**config.mk**
```make
export PLATFORM = sky130hd
export DESIGN_NAME = drawing_sequencer_flat
export DESIGN_NICKNAME = d
export VERILOG_FILES = /design/src/rtl/drawing_sequencer_if.sv /design/src/rtl/drawing_sequencer.sv /design/src/flat_wrapper.sv
export SDC_FILE = /design/constraint.sdc
export NUM_CORES = 1
export LEC_CHECK = 0
export CAP_MARGIN = 15
export CORE_MARGIN = 2
export CORE_UTILIZATION = 45
export DETAILED_ROUTE_END_ITERATION = 8
export GPL_TIMING_DRIVEN = 0
export PLACE_DENSITY_LB_ADDON = 0.05
export SLEW_MARGIN = 20
export SYNTH_ARGS = -nofsm -noshare
export SYNTH_HDL_FRONTEND = slang
export SYNTH_SLANG_ARGS = --single-unit
export TNS_END_PERCENT = 10
```
**constraint.sdc**
```tcl
create_clock -name iClk -period 2.4 [get_ports iClk]
set_clock_uncertainty 0.05 [all_clocks]
set_input_delay 0.72 -clock iClk [delete_from_list [all_inputs] [get_ports iClk]]
set_output_delay 0.72 -clock iClk [all_outputs]
set_load 0.02 [all_outputs]
```
**src/rtl/drawing_sequencer_if.sv**
```systemverilog
// drawing_sequencer_if: request/status bundle shared by input decode, datapath and sequencer
//   iClear/iDraw/iErase : button-level requests from input decode
//   iMove/iDone         : datapath flags (cursor moved, phase complete)
//   oState              : datapath state code driven by the sequencer
//   oBusy/oCleared/oError : sequencer status
//   master: drives requests and flags, observes status; slave: the sequencer
interface drawing_sequencer_if;
    logic       iClear;
    logic       iDraw;
    logic       iErase;
    logic       iMove;
    logic       iDone;
    logic [2:0] oState;
    logic       oBusy;
    logic       oCleared;
    logic       oError;
    modport master (output iClear, iDraw, iErase, iMove, iDone, input oState, oBusy, oCleared, oError);
    modport slave  (input iClear, iDraw, iErase, iMove, iDone, output oState, oBusy, oCleared, oError);
endinterface

```
**src/rtl/drawing_sequencer.sv**
```systemverilog
// drawing_sequencer: arbitrates clear/move/draw/erase and sequences the cell-drawing datapath
//   iClk    : clock
//   iResetn : asynchronous active-low reset
//   bus     : drawing_sequencer_if.slave (requests, datapath flags, oState/oBusy/oCleared/oError)
//   Optional macro DRAW_SEQ_WAIT_DELAY_EN: WAIT holds for WAIT_CYCLES, otherwise WAIT is one cycle.
module drawing_sequencer #(
    parameter int unsigned WAIT_CYCLES    = 4,
    parameter int unsigned TIMEOUT_CYCLES = 1024
) (
    input logic                iClk,
    input logic                iResetn,
    drawing_sequencer_if.slave bus
);
    localparam int TW = $clog2(TIMEOUT_CYCLES + 1);
    typedef enum logic [2:0] {
        IDLE  = 3'd0,
        MOVE  = 3'd1,
        WAIT  = 3'd2,
        CLEAN = 3'd3,
        DRAW  = 3'd4,
        ERASE = 3'd5,
        CLEAR = 3'd6
    } state_t;
    state_t        r_state, w_state;
    logic          r_busy, r_cleared, r_error, r_painted, r_clr_prev;
    logic          w_cleared, w_error, w_painted;
    logic [TW-1:0] r_tmo, w_tmo;
    logic          w_clr_req, w_done, w_timeout, w_wait_over;
    if (WAIT_CYCLES < 1 || TIMEOUT_CYCLES < 2) begin : g_bad_params
        $error("drawing_sequencer: WAIT_CYCLES must be >= 1 and TIMEOUT_CYCLES >= 2");
    end
`ifdef DRAW_SEQ_WAIT_DELAY_EN
    localparam int WW = $clog2(WAIT_CYCLES + 1);
    logic [WW-1:0] r_wait;
    // Reloaded every MOVE cycle so the value present on MOVE exit is the full delay.
    always_ff @(posedge iClk or negedge iResetn) begin
        if (!iResetn)
            r_wait <= '0;
        else if (r_state == MOVE)
            r_wait <= WW'(WAIT_CYCLES - 1);
        else if (r_wait != '0)
            r_wait <= r_wait - 1'b1;
    end
    assign w_wait_over = (r_wait == '0);
`else
    assign w_wait_over = 1'b1;
`endif
    assign w_clr_req = bus.iClear & ~r_clr_prev;
    // The timeout counter is zero only in the first cycle of a busy state, where the
    // datapath's done flag is still stale from the previous phase.
    assign w_done    = bus.iDone & (r_tmo != '0);
    assign w_timeout = (r_tmo == TW'(TIMEOUT_CYCLES - 1));
    always_comb begin
        w_state   = r_state;
        w_painted = r_painted;
        w_cleared = 1'b0;
        w_error   = r_error;
        case (r_state)
            IDLE: w_state = w_clr_req ? CLEAR :
                            bus.iMove ? MOVE :
                            (bus.iDraw & ~r_painted) ? DRAW :
                            (bus.iErase & ~r_painted) ? ERASE : IDLE;
            WAIT: w_state = w_wait_over ? CLEAN : WAIT;
            default: begin
                if (w_done) begin
                    w_state   = (r_state == MOVE) ? WAIT : IDLE;
                    w_painted = (r_state == MOVE) ? r_painted : (r_state == DRAW || r_state == ERASE);
                    w_cleared = (r_state == CLEAR);
                end else if (w_timeout) begin
                    w_state = IDLE;
                    w_error = 1'b1;
                end
            end
        endcase
        w_tmo = (w_state != r_state || r_state == IDLE || r_state == WAIT) ? '0 :
                (r_tmo == TW'(TIMEOUT_CYCLES)) ? r_tmo : r_tmo + 1'b1;
    end
    always_ff @(posedge iClk or negedge iResetn) begin
        if (!iResetn) begin
            r_state    <= IDLE;
            r_busy     <= 1'b0;
            r_cleared  <= 1'b0;
            r_error    <= 1'b0;
            r_painted  <= 1'b0;
            r_clr_prev <= 1'b0;
            r_tmo      <= '0;
        end else begin
            r_state    <= w_state;
            r_busy     <= (w_state != IDLE);
            r_cleared  <= w_cleared;
            r_error    <= w_error;
            r_painted  <= w_painted;
            r_clr_prev <= bus.iClear;
            r_tmo      <= w_tmo;
        end
    end
    assign bus.oState   = r_state;
    assign bus.oBusy    = r_busy;
    assign bus.oCleared = r_cleared;
    assign bus.oError   = r_error;
endmodule

```
**src/flat_wrapper.sv**
```systemverilog
// flat-port wrapper written by rule: the top's interface ports become plain ports
module drawing_sequencer_flat 
#(
    parameter int unsigned WAIT_CYCLES    = 4,
    parameter int unsigned TIMEOUT_CYCLES = 1024
)
  (iClk, iResetn, bus_iClear, bus_iDraw, bus_iErase, bus_iMove, bus_iDone, bus_oState, bus_oBusy, bus_oCleared, bus_oError);
  drawing_sequencer_if bus_i ();
  input logic iClk;
  input logic iResetn;
  input wire logic [$bits(bus_i.iClear)-1:0] bus_iClear;
  input wire logic [$bits(bus_i.iDraw)-1:0] bus_iDraw;
  input wire logic [$bits(bus_i.iErase)-1:0] bus_iErase;
  input wire logic [$bits(bus_i.iMove)-1:0] bus_iMove;
  input wire logic [$bits(bus_i.iDone)-1:0] bus_iDone;
  output wire logic [$bits(bus_i.oState)-1:0] bus_oState;
  output wire logic [$bits(bus_i.oBusy)-1:0] bus_oBusy;
  output wire logic [$bits(bus_i.oCleared)-1:0] bus_oCleared;
  output wire logic [$bits(bus_i.oError)-1:0] bus_oError;
  assign bus_i.iClear = bus_iClear;
  assign bus_i.iDraw = bus_iDraw;
  assign bus_i.iErase = bus_iErase;
  assign bus_i.iMove = bus_iMove;
  assign bus_i.iDone = bus_iDone;
  assign bus_oState = bus_i.oState;
  assign bus_oBusy = bus_i.oBusy;
  assign bus_oCleared = bus_i.oCleared;
  assign bus_oError = bus_i.oError;
  drawing_sequencer #(.WAIT_CYCLES(WAIT_CYCLES), .TIMEOUT_CYCLES(TIMEOUT_CYCLES)) u_core (.iClk(iClk), .iResetn(iResetn), .bus(bus_i));
endmodule
```
Word-level counts from Yosys, hierarchy flattened:

Cells that the tools add are included.
Widths: inputs -> output; s select.

* register bits: 19
* bits of input ports: 7
* output and inout bits: 6
* logic and storage cells: 47

* $add $sub $neg: 1
* equality and inequality tests: 9
* multiplexer cells: 12
* bitwise logic cells: 9
* reductions and logical operators: 9

Operators with widths (count)
* $mux 11: 2
* $mux 3: 6
* $add 11x1->11 const B: 1
* $eq 11x10->1 const B: 1
* $eq 11x11->1 const B: 1
* $reduce_bool 11->1: 1
* $eq 3x3->1 const B: 3
* $pmux 3 s2: 1
* $reduce_and 3->1: 2
* $not 1->1: 5
* $and 1x1->1: 4
* $eq 3x1->1 const B: 1
* $eq 3x2->1 const B: 1
* $logic_not 3->1: 1
* $logic_or 1x1->1: 3
* $ne 3x3->1: 1
* $reduce_bool 3->1: 1
* $mux 1: 2
* $mux 2: 1
* $ne 2x1->1 const B: 1
* $reduce_or 2->1: 1

Logic depth before layout (Yosys ltp):

* depth in word-level cells: 11
* mapped depth: 7
* gate-level depth less buffers: 6

Least setup slack after synthesis:

Ideal clock, no wire load.

* kind: register to register
* start point: register u_core.r_tmo[0]
* end point: register u_core.r_busy (netlist: u_core.bus.oBusy)
* setup time: 0.131 ns
* arrival time: 1.763 ns
* data required time: 2.219 ns
* path slack: 0.455 ns
* stages on the path, launching flop included: 7
* buffers on the path: 0
* clock period less this slack: 1.945 ns
* cell sequence: dfrtp_1 ha_1 nand3_1 nor4_1 a21oi_1 a221o_1 or3_1

* word-level cells in the longest chain between the ends: 5
* elaborated cells between the ends (all ways): 7
* classes of those cells: eq/ne: 1; mux: 3; bitwise: 1; reduce/logical: 2

RTL lines
* from (decl): line drawing_sequencer.sv:27 `logic [TW-1:0] r_tmo, w_tmo;`
* from (signal assigned): line drawing_sequencer.sv:94 `r_tmo <= w_tmo;`
* $eq 11x10->1 / $reduce_bool 11->1 (equally long branches): line drawing_sequencer.sv:52, drawing_sequencer.sv:51
* $mux 3 / $and 1x1->1 (equally long branches): line drawing_sequencer.sv:69, drawing_sequencer.sv:51
* $mux 3 *: line drawing_sequencer.sv:65 `if (w_done) begin`
* $pmux 3 s2 *: line drawing_sequencer.sv:58 `case (r_state)`
* named net u_core.w_state[1]: line drawing_sequencer.sv:24 `state_t r_state, w_state;`
* $reduce_bool 3->1 *: line drawing_sequencer.sv:89 `r_busy <= (w_state != IDLE);`
* to (signal assigned): line drawing_sequencer.sv:89
* to (decl): line drawing_sequencer.sv:25 `logic r_busy, r_cleared, r_error, r_painted, r_clr_prev;`

The timed path passes the listed nets; every way through them passes the cells marked *.
A chain may end at the register's enable or synchronous reset.

Final worst setup path:

* start point: register u_core.r_state[2] (netlist: u_core.bus.oState[2])
* end point: output bus_oState[2]

RTL lines
* from (decl): line drawing_sequencer.sv:24
* from (signal assigned): line drawing_sequencer.sv:88 `r_state <= w_state;`
* to (decl): line flat_wrapper.sv:16 `output wire logic [$bits(bus_i.oState)-1:0] bus_oState;`

No word-level cell between the ends.

==> results.toml <==
[status]
outcome = "complete, no violations"

[die]
pin_count = 13
fp.dieW_um = 49.2
die_y_um = 49.2
design.die.area_um2 = 2420
start_util_pct = 47.3
num_rows = 16
fp.coreArea_um2 = 1940

[synth]
synth-seq-cells = 19
yosys.area.top_type = "dfrtp_1"
synth_nets = 99
post_synth_instance_area_um2 = 918
synth_warnings = 0
synth_area_leaders = "dfrtp_1, nor2_1, xor2_1"
syn_avg_cell_area_um2 = 10.2
synth_ff_type = "dfrtp_1"
yosysTopAreaCellShare_pct = 51.8
synth_cell_type_count = 31
synth.most_common_cell = "dfrtp_1"
synthCells = 90
yosys-top-cells-count = "dfrtp_1, nor2_1, nand2_1, nand3_1, xor2_1"
seq_area_frac_synth_pct = 51.8
synth_edf_count = 0
synthArstFlopShare_pct = 100

[pwr]
p_total_w = 0.000984
p_leak_nw = 0.461
p_per_area_nw_per_um2 = 895
vdd_drop_max_mv = 0.474

[clock_network]
postCtsSetupRepairBufs = 0
cts.sinks = 19
h-tree-depth = 1
clk_pin_slew_ns = 0.11
cts_tree = "yes"
cts_made_buffers = 3
clockBufferDepth = 2
ctsResizeCount = 0
clkLatencyLatePin_ns = 0.30
cts_hold_buf = 0
cts-root-buf = "clkbuf_4"

[global_routing]
antenna_found_initial = 0
grt_pass1_vias = 639
overflow = 0
grt_pass1_wl_um = 2860
grt_usage_pct = 15.8
grt_max_degree = 20

[drt]
routedWlPerCell_um = 12.1
vias = 683
drc = 0
avgViaCountPerCell = 5.14
first_pass_iters = 4
ant_nets = 0
wl_um = 1610
drt_iter0_drc = 9

[cells_and_area]
drive_above_1_share_pct = 9.43
final_nets = 116
final_cell_area_um2 = 1100
syn2layout_area_growth_pct = 19.8
n_antenna_cell = 0

[critical_path]
slowest_delay_ns = 0.64
reg2reg_to = "u_core.bus.oBusy"
ff2ff_setup_slack_ns = 0.25
path_cells = "clkdlybuf4s50_1"
arrival_ns = 1.40
cp.depth = 1
cp-start-kind = "flop"
regToRegStartpoint = "u_core.r_tmo[0]"
endpoint_kind = "output pin"
critPathRequiredTime_ns = 1.63
cp_top_family = "buffers and inverters"
path_class = "reg2out"
cp_slowest_cell = "clkdlybuf4s50_1"
path_buf_inv = 1
cp_max_fo = 8
ff2ff_path_depth = 6

[run]
cap_violations = 0

[worst_hold_path]
min_to = "u_core.bus.oError"
hold_class = "reg2reg"
hold_start = "u_core.bus.oError"
min_path_cells = 1

[sta]
period_share_pct = 90.5
min_period_ns = 2.17
worst_pin_slew_ns = 0.851
fmax_mhz = 460
drv_slew = 0
rsz0062_at_grt = "no"
fin_ws_ns = 0.227
setup-violations-final = 0
finalHoldViolCount = 0
setup_tns_ns = 0
slew-limit-headroom_pct = 43.1

[placement]
place_area_um2 = 1070
place.port_buffers = 12
dp_slack_ns = 0.111
gp_congestion = 0.752
hpwl_um = 1180
area by class of cell:
| class | instances | area (um^2) |
|---|---|---|
| clock buffers | 3 | 22.5 |
| multi-input cells | 67 | 420 |
| fillers | 188 | 842 |
| inverters | 3 | 11.3 |
| plain buffers | 1 | 11.3 |
| repair buffers | 12 | 120 |
| flip-flops and latches | 19 | 475 |
| well taps | 27 | 33.8 |
| clock inverters | 1 | 5.00 |
placed cells by master (no fill, tap or decap):
cell / instances
dfrtp_1: 19
nor2_1: 15
clkdlybuf4s50_1: 12
nand2_1: 5
nand3_1: 5
xor2_1: 5
a21oi_1: 4
inv_1: 3
nand4_1: 3
xnor2_1: 3
clkbuf_4: 3
nor4_1: 2
nor3b_1: 2
nand2b_1: 2
or2_2: 2
nor4b_1: 2
ha_1: 2
nor3_2: 1
and2_4: 1
buf_6: 1
a211oi_1: 1
a221o_1: 1
o21ai_0: 1
a21o_1: 1
o31ai_1: 1
a32o_1: 1
or3_1: 1
nor3_1: 1
a31oi_1: 1
nand3b_1: 1
o21bai_1: 1
mux2i_1: 1
and3_2: 1
clkinv_2: 1
sequential cells by signal, indices dropped and copies added (netlist names):
name                 cells
u_core.bus.oCleared      1
u_core.bus.oState        3
u_core.bus.oBusy         1
u_core.bus.oError        1
u_core.r_clr_prev        1
u_core.r_tmo            11
u_core.r_painted         1
stage by stage:
step / hold slack, ns / cells / util, %
2_1_floorplan: 0.374 / 90 / -
3_3_place_gp: 0.419 / 129 / 55.2
3_5_place_dp: 0.416 / 129 / 55.2
4_1_cts: 0.448 / 133 / 56.6
5_1_grt: 0.479 / 133 / 56.6
6_report: 0.443 / 133 / 56.6
worst max path at each step:
stage                         start               end  slack, ns
2_1_floorplan       u_core.r_tmo[0]  u_core.bus.oBusy       0.46
3_3_place_gp              bus_iDone  u_core.bus.oBusy       0.11
3_5_place_dp              bus_iDone  u_core.bus.oBusy       0.11
4_1_cts        u_core.bus.oState[2]     bus_oState[2]       0.22
5_1_grt        u_core.bus.oState[2]     bus_oState[2]       0.14
6_report       u_core.bus.oState[2]     bus_oState[2]       0.23
kinds of logic (layout without fill, tap and decap cells):
family / Yosys count / after routing / share of synthesized area, %
adder cells (fa/ha/maj): 2 / 2 / 2.72
XOR/XNOR: 8 / 8 / 7.63
multiplexers: 1 / 1 / 1.09
flip-flops: 19 / 19 / 51.8
buffers and inverters: 4 / 20 / 2.45
AO/OA/AOI/OAI: 12 / 12 / 8.86
AND/OR/NAND/NOR: 44 / 44 / 25.5
power by group:
part	internal (W)	switching (W)
combinational	0.000177	0.000199
sequential	0.000378	0.0000676
clock	0.0000620	0.000100
layer usage:
metal / up-vias / wire length, um / GRT usage, % / part of all wire (%)
met1: 323 / 845 / 22.9 / 52
met5: - / 0 / 0 / 0
met4: 0 / 19 / 7.14 / 1.2
met3: 2 / 60 / 4.29 / 3.7
li1: 349 / - / - / -
met2: 9 / 689 / 21.8 / 43
Power figures use the tool's default switching activity.
==> patch 1 (same flow settings) <==
`TIMEOUT_CYCLES` is set to 1024 in 2 places; all go to 512.
--- a/src/rtl/drawing_sequencer.sv
+++ b/src/rtl/drawing_sequencer.sv
@@ -6,5 +6,5 @@
 module drawing_sequencer #(
     parameter int unsigned WAIT_CYCLES    = 4,
-    parameter int unsigned TIMEOUT_CYCLES = 1024
+    parameter int unsigned TIMEOUT_CYCLES = 512
 ) (
     input logic                iClk,
--- a/src/flat_wrapper.sv
+++ b/src/flat_wrapper.sv
@@ -3,5 +3,5 @@
 #(
     parameter int unsigned WAIT_CYCLES    = 4,
-    parameter int unsigned TIMEOUT_CYCLES = 1024
+    parameter int unsigned TIMEOUT_CYCLES = 512
 )
   (iClk, iResetn, bus_iClear, bus_iDraw, bus_iErase, bus_iMove, bus_iDone, bus_oState, bus_oBusy, bus_oCleared, bus_oError);
Check against the original RTL: no difference found for any inputs over 10 cycles, from zero or initial values and one cycle with iResetn low; that may be too few to reach the edited logic, so the function may still have changed.
==> patch 1 against the unedited design <==
- critical path depth stayed put
- sequential cell count is 1 lower
- area after synthesis is 1.5% higher
- setup slack worse by 0.0078 ns
- via count is 0.29% higher
- final area is 2.0% higher
- largest cell class is now multi-input combinational cells
- wire length is 3.1% higher
- combinational power is 17% higher
- count of clock-buffer cells in the layout is 1 higher
- global-route usage is 0.93 points lower
- total power is 8.3% higher
- fmax is 0.36% lower
==> patch 1: results (changes against the unedited design) <==
metric,value,unit,change
routabilityCongestion,0.767,,+1.9%
crit_start,u_core.bus.oState[2],,
drive_gt1_frac,0.132,,+0.0377
syn_inst,90,,unchanged
post_cts_buffers,0,,unchanged
synth_top_cell_by_area,dfrtp_1,,
reg2reg_depth,6,,unchanged
grt_pass1_vias,646,,+1.1%
p_leak,0.465,nW,+0.92%
peakVddDrop,0.450,mV,-5.1%
status,"complete, no violations",,
worstSkewPairLatency,0.28,ns,-0.02 ns
async_flop_share,1.00,,unchanged
use_met3,0.0333,,-0.00961
met1_usage,0.215,,-0.0148
largest_register_ffs,10,,-1
critPathMaxStageDelay,0.65,ns,
synthTopCellsByCount,"18 x dfrtp_1, 14 x nor2_1, 5 x inv_1",,
viasPerCell,5.15,,+0.29%
grt_max_degree,19,,-5.0%
grtUsageMet2,0.225,,+0.00676
crit_end,bus_oState[2],,
yosys_warnings,0,,unchanged
grt_pass1_wl,2850,um,-0.25%
yosysSeqAreaShare,0.483,,-0.0345
worst_pin_slew,0.803,ns,-0.0473 ns
drt_pre_antenna_iters,3,,-1
wirelength,1660,um,+3.1%
drtIter0Drc,3,,-6
hpwl,1260,um,+7.2%
crit_fanout,8,,unchanged
synth_cell_types,37,,+19%
wl_per_cell,12.5,um,+3.1%
grt_usage,0.149,,-0.00930
regToRegEndpoint,u_core.bus.oState[1],,
min_path_type,flip-flop to flip-flop,,
largest_register,u_core.r_tmo,,
r2r_slack,0.41,ns,+0.16 ns
netlist_top_cells_area,"dfrtp_1 48%, nor2_1 5.6%, xnor2_1 3.8%",,
critical_path.slowest_cell,clkdlybuf4s50_1,,
[patch 1: power by group]
| part | total (W) | internal, W | switching, W |
|---|---|---|---|
| Combinational | 0.000439 | 0.000204 | 0.000235 |
| Sequential | 0.000446 | 0.000366 | 0.0000803 |
| Clock | 0.000181 | 0.0000922 | 0.0000886 |
| Total | 0.00107 | 0.000663 | 0.000404 |
[patch 1: kinds of logic after synthesis]
logic type / count (synthesis) / share of synthesized area
compound gates: 16 / 0.128
buf+inv: 6 / 0.0242
simple gates: 39 / 0.252
xor+xnor: 8 / 0.0752
fa+ha+maj: 2 / 0.0268
flops: 18 / 0.483
mux: 1 / 0.0107
[patch 1: stage by stage]
| stage | cell area (um2) | worst slack, ns | hold WS, ns | power, W |
|---|---|---|---|---|
| after floorplan | 932 | 0.576 | 0.374 | 0.000740 |
| after global placement | 1090 | 0.411 | 0.404 | 0.000888 |
| after detailed placement | 1090 | 0.414 | 0.412 | 0.000895 |
| after CTS | 1120 | 0.201 | 0.437 | 0.00108 |
| after global routing | 1120 | 0.153 | 0.466 | 0.00114 |
| final | 1120 | 0.220 | 0.431 | 0.00107 |
[patch 1: cell type report]
class	count	area share
Multi-Input combinational cell	66	0.409
Inverter	5	0.0167
Tap cell	27	0.0301
Buffer	1	0.00334
Clock buffer	4	0.0323
Timing Repair Buffer	12	0.107
Sequential cell	18	0.401
[patch 1: how the worst min path moves through the flow]
stage                           start           endpoint  slack, ns  cells after the start
floorplan                     iResetn   u_core.bus.oBusy       0.37                      0
global placement    u_core.bus.oError  u_core.bus.oError       0.40                      1
detailed placement  u_core.bus.oError  u_core.bus.oError       0.41                      1
CTS                 u_core.bus.oError  u_core.bus.oError       0.44                      1
global route        u_core.bus.oError  u_core.bus.oError       0.47                      1
finish              u_core.bus.oError  u_core.bus.oError       0.43                      1
[patch 1: metal layers]
metal  vias up  wire [um]
li1        347          -
met1       331        885
met2         7        729
met3         0         49
met4         0          0
met5         -          0
==> patch 2 (same settings) <==
Without the edit above. Add a define of `DRAW_SEQ_WAIT_DELAY_EN`.
--- a/src/rtl/drawing_sequencer.sv
+++ b/src/rtl/drawing_sequencer.sv
@@ -4,4 +4,6 @@
 //   bus     : drawing_sequencer_if.slave (requests, datapath flags, oState/oBusy/oCleared/oError)
 //   Optional macro DRAW_SEQ_WAIT_DELAY_EN: WAIT holds for WAIT_CYCLES, otherwise WAIT is one cycle.
+`define DRAW_SEQ_WAIT_DELAY_EN
+
 module drawing_sequencer #(
     parameter int unsigned WAIT_CYCLES    = 4,
Behaviour: not the same (Yosys sat finds a counterexample within 10 cycles, from zero or initial values and one cycle with iResetn low).
==> patch 2 against the unedited design <==
- setup slack worse by 0.025 ns
- area after synthesis increased by 20%
- critical path depth is the same
- combinational power grew 42%
- final area is 19% higher
- register-to-register slack better by 0.16 ns
- fmax down 1.1%
- wire length rose by 25%
- hold slack lost 0.015 ns
- sequential cell count is 3 higher
- total power rose by 37%
- synthesized cell count grew 23%
==> patch 2: results (changes against the unedited design) <==
metric,value,unit,change
critical_path_arrival,1.43,ns,+0.03 ns
syn_nets,122,,+23%
crit_start,u_core.bus.oState[0],,
power,0.00135,W,+37%
p_leak,0.601,nW,+30%
grt_usage,0.182,,+0.0237
vias,840,,+23%
synth_cell_types,34,,+9.7%
grt_pass1_vias,857,,+34%
routabilityCongestion,0.756,,+0.47%
post-route-min-period,2.20,ns,+0.0251 ns
viasPerCell,5.42,,+5.5%
drive_gt1_frac,0.0787,,-0.0156
yosys_warnings,0,,unchanged
r2r_slack,0.41,ns,+0.16 ns
p_seq_frac,0.397,,-0.056
yosysSeqAreaShare,0.498,,-0.0194
crit_fanout,8,,unchanged
met1Wirelength,884,um,+4.6%
use_met3,0.0333,,-0.00961
dp_slack,-0.0146,ns,-0.126 ns
comb_power_share,0.397,,+0.015
status,"complete, no violations",,
netlist_top_cells_area,"dfrtp_1 50%, nor2_1 5.1%, ha_1 4.5%",,
drt_pre_antenna_iters,3,,-1
largest_register_ffs,11,,unchanged
grt_pass1_wl,3710,um,+30%
grt_max_degree,23,,+15%
num-nets-final,139,,+20%
synthTopCellsByCount,"22 x dfrtp_1, 15 x nor2_1, 8 x inv_1",,
avgSynthCellArea,9.95,um2,-2.5%
wl_per_cell,13.1,um,+7.6%
critical_path.slowest_cell,clkdlybuf4s50_1,,
grtUsageMet2,0.311,,+0.0922
hpwl,1510,um,+28%
p_switching,0.000480,W,+31%
wl_met2,1050,um,+52%
met1_usage,0.217,,-0.0123
wl_met3,61,um,+1.7%
peakVddDrop,0.455,mV,-3.9%
cts_buffer_depth,2,,unchanged
regToRegEndpoint,u_core.bus.oBusy,,
die-area,2870,um2,+19%
async_flop_share,1.00,,unchanged
overflow,0,,unchanged
reg2reg_depth,7,,+1
hold_ws,0.428,ns,-0.0153 ns
dpl_cell_area,1260,um2,+18%
placed_cells,151,,+17%
drtIter0Drc,7,,-2
slew_headroom,0.357,,-0.0741
crit_end,bus_oState[0],,
min_from,u_core.bus.oError,,
[patch 2: cell types whose count changed after synthesis, moves of 3 or more]
| cell | unedited run | this run |
|---|---|---|
| nor3_1 | 1 | 4 |
| and3_1 | 0 | 4 |
| dfrtp_1 | 19 | 22 |
| inv_1 | 3 | 8 |
[patch 2: area by class of cell]
class                   count  area, um2
multi-input cells          80        520
repair buffers             12        120
well taps                  28       35.0
inverters                   8       30.0
clock inverters             1       30.0
clock buffers               3       22.5
flip-flops and latches     22        551
plain buffers               1       3.75
fillers                   208        963
[patch 2: logic make-up (layout without fill, tap and decap cells)]
kind of cell	Yosys count	count (layout)	synth area share
AOI/OAI and AO/OA	14	14	0.0895
xor gates and xnor gates	9	9	0.0713
and+or+nand+nor	51	51	0.245
muxes	2	2	0.0204
DFF	22	22	0.498
buffers and inverters	9	25	0.0306
adders and majority gates	4	4	0.0453
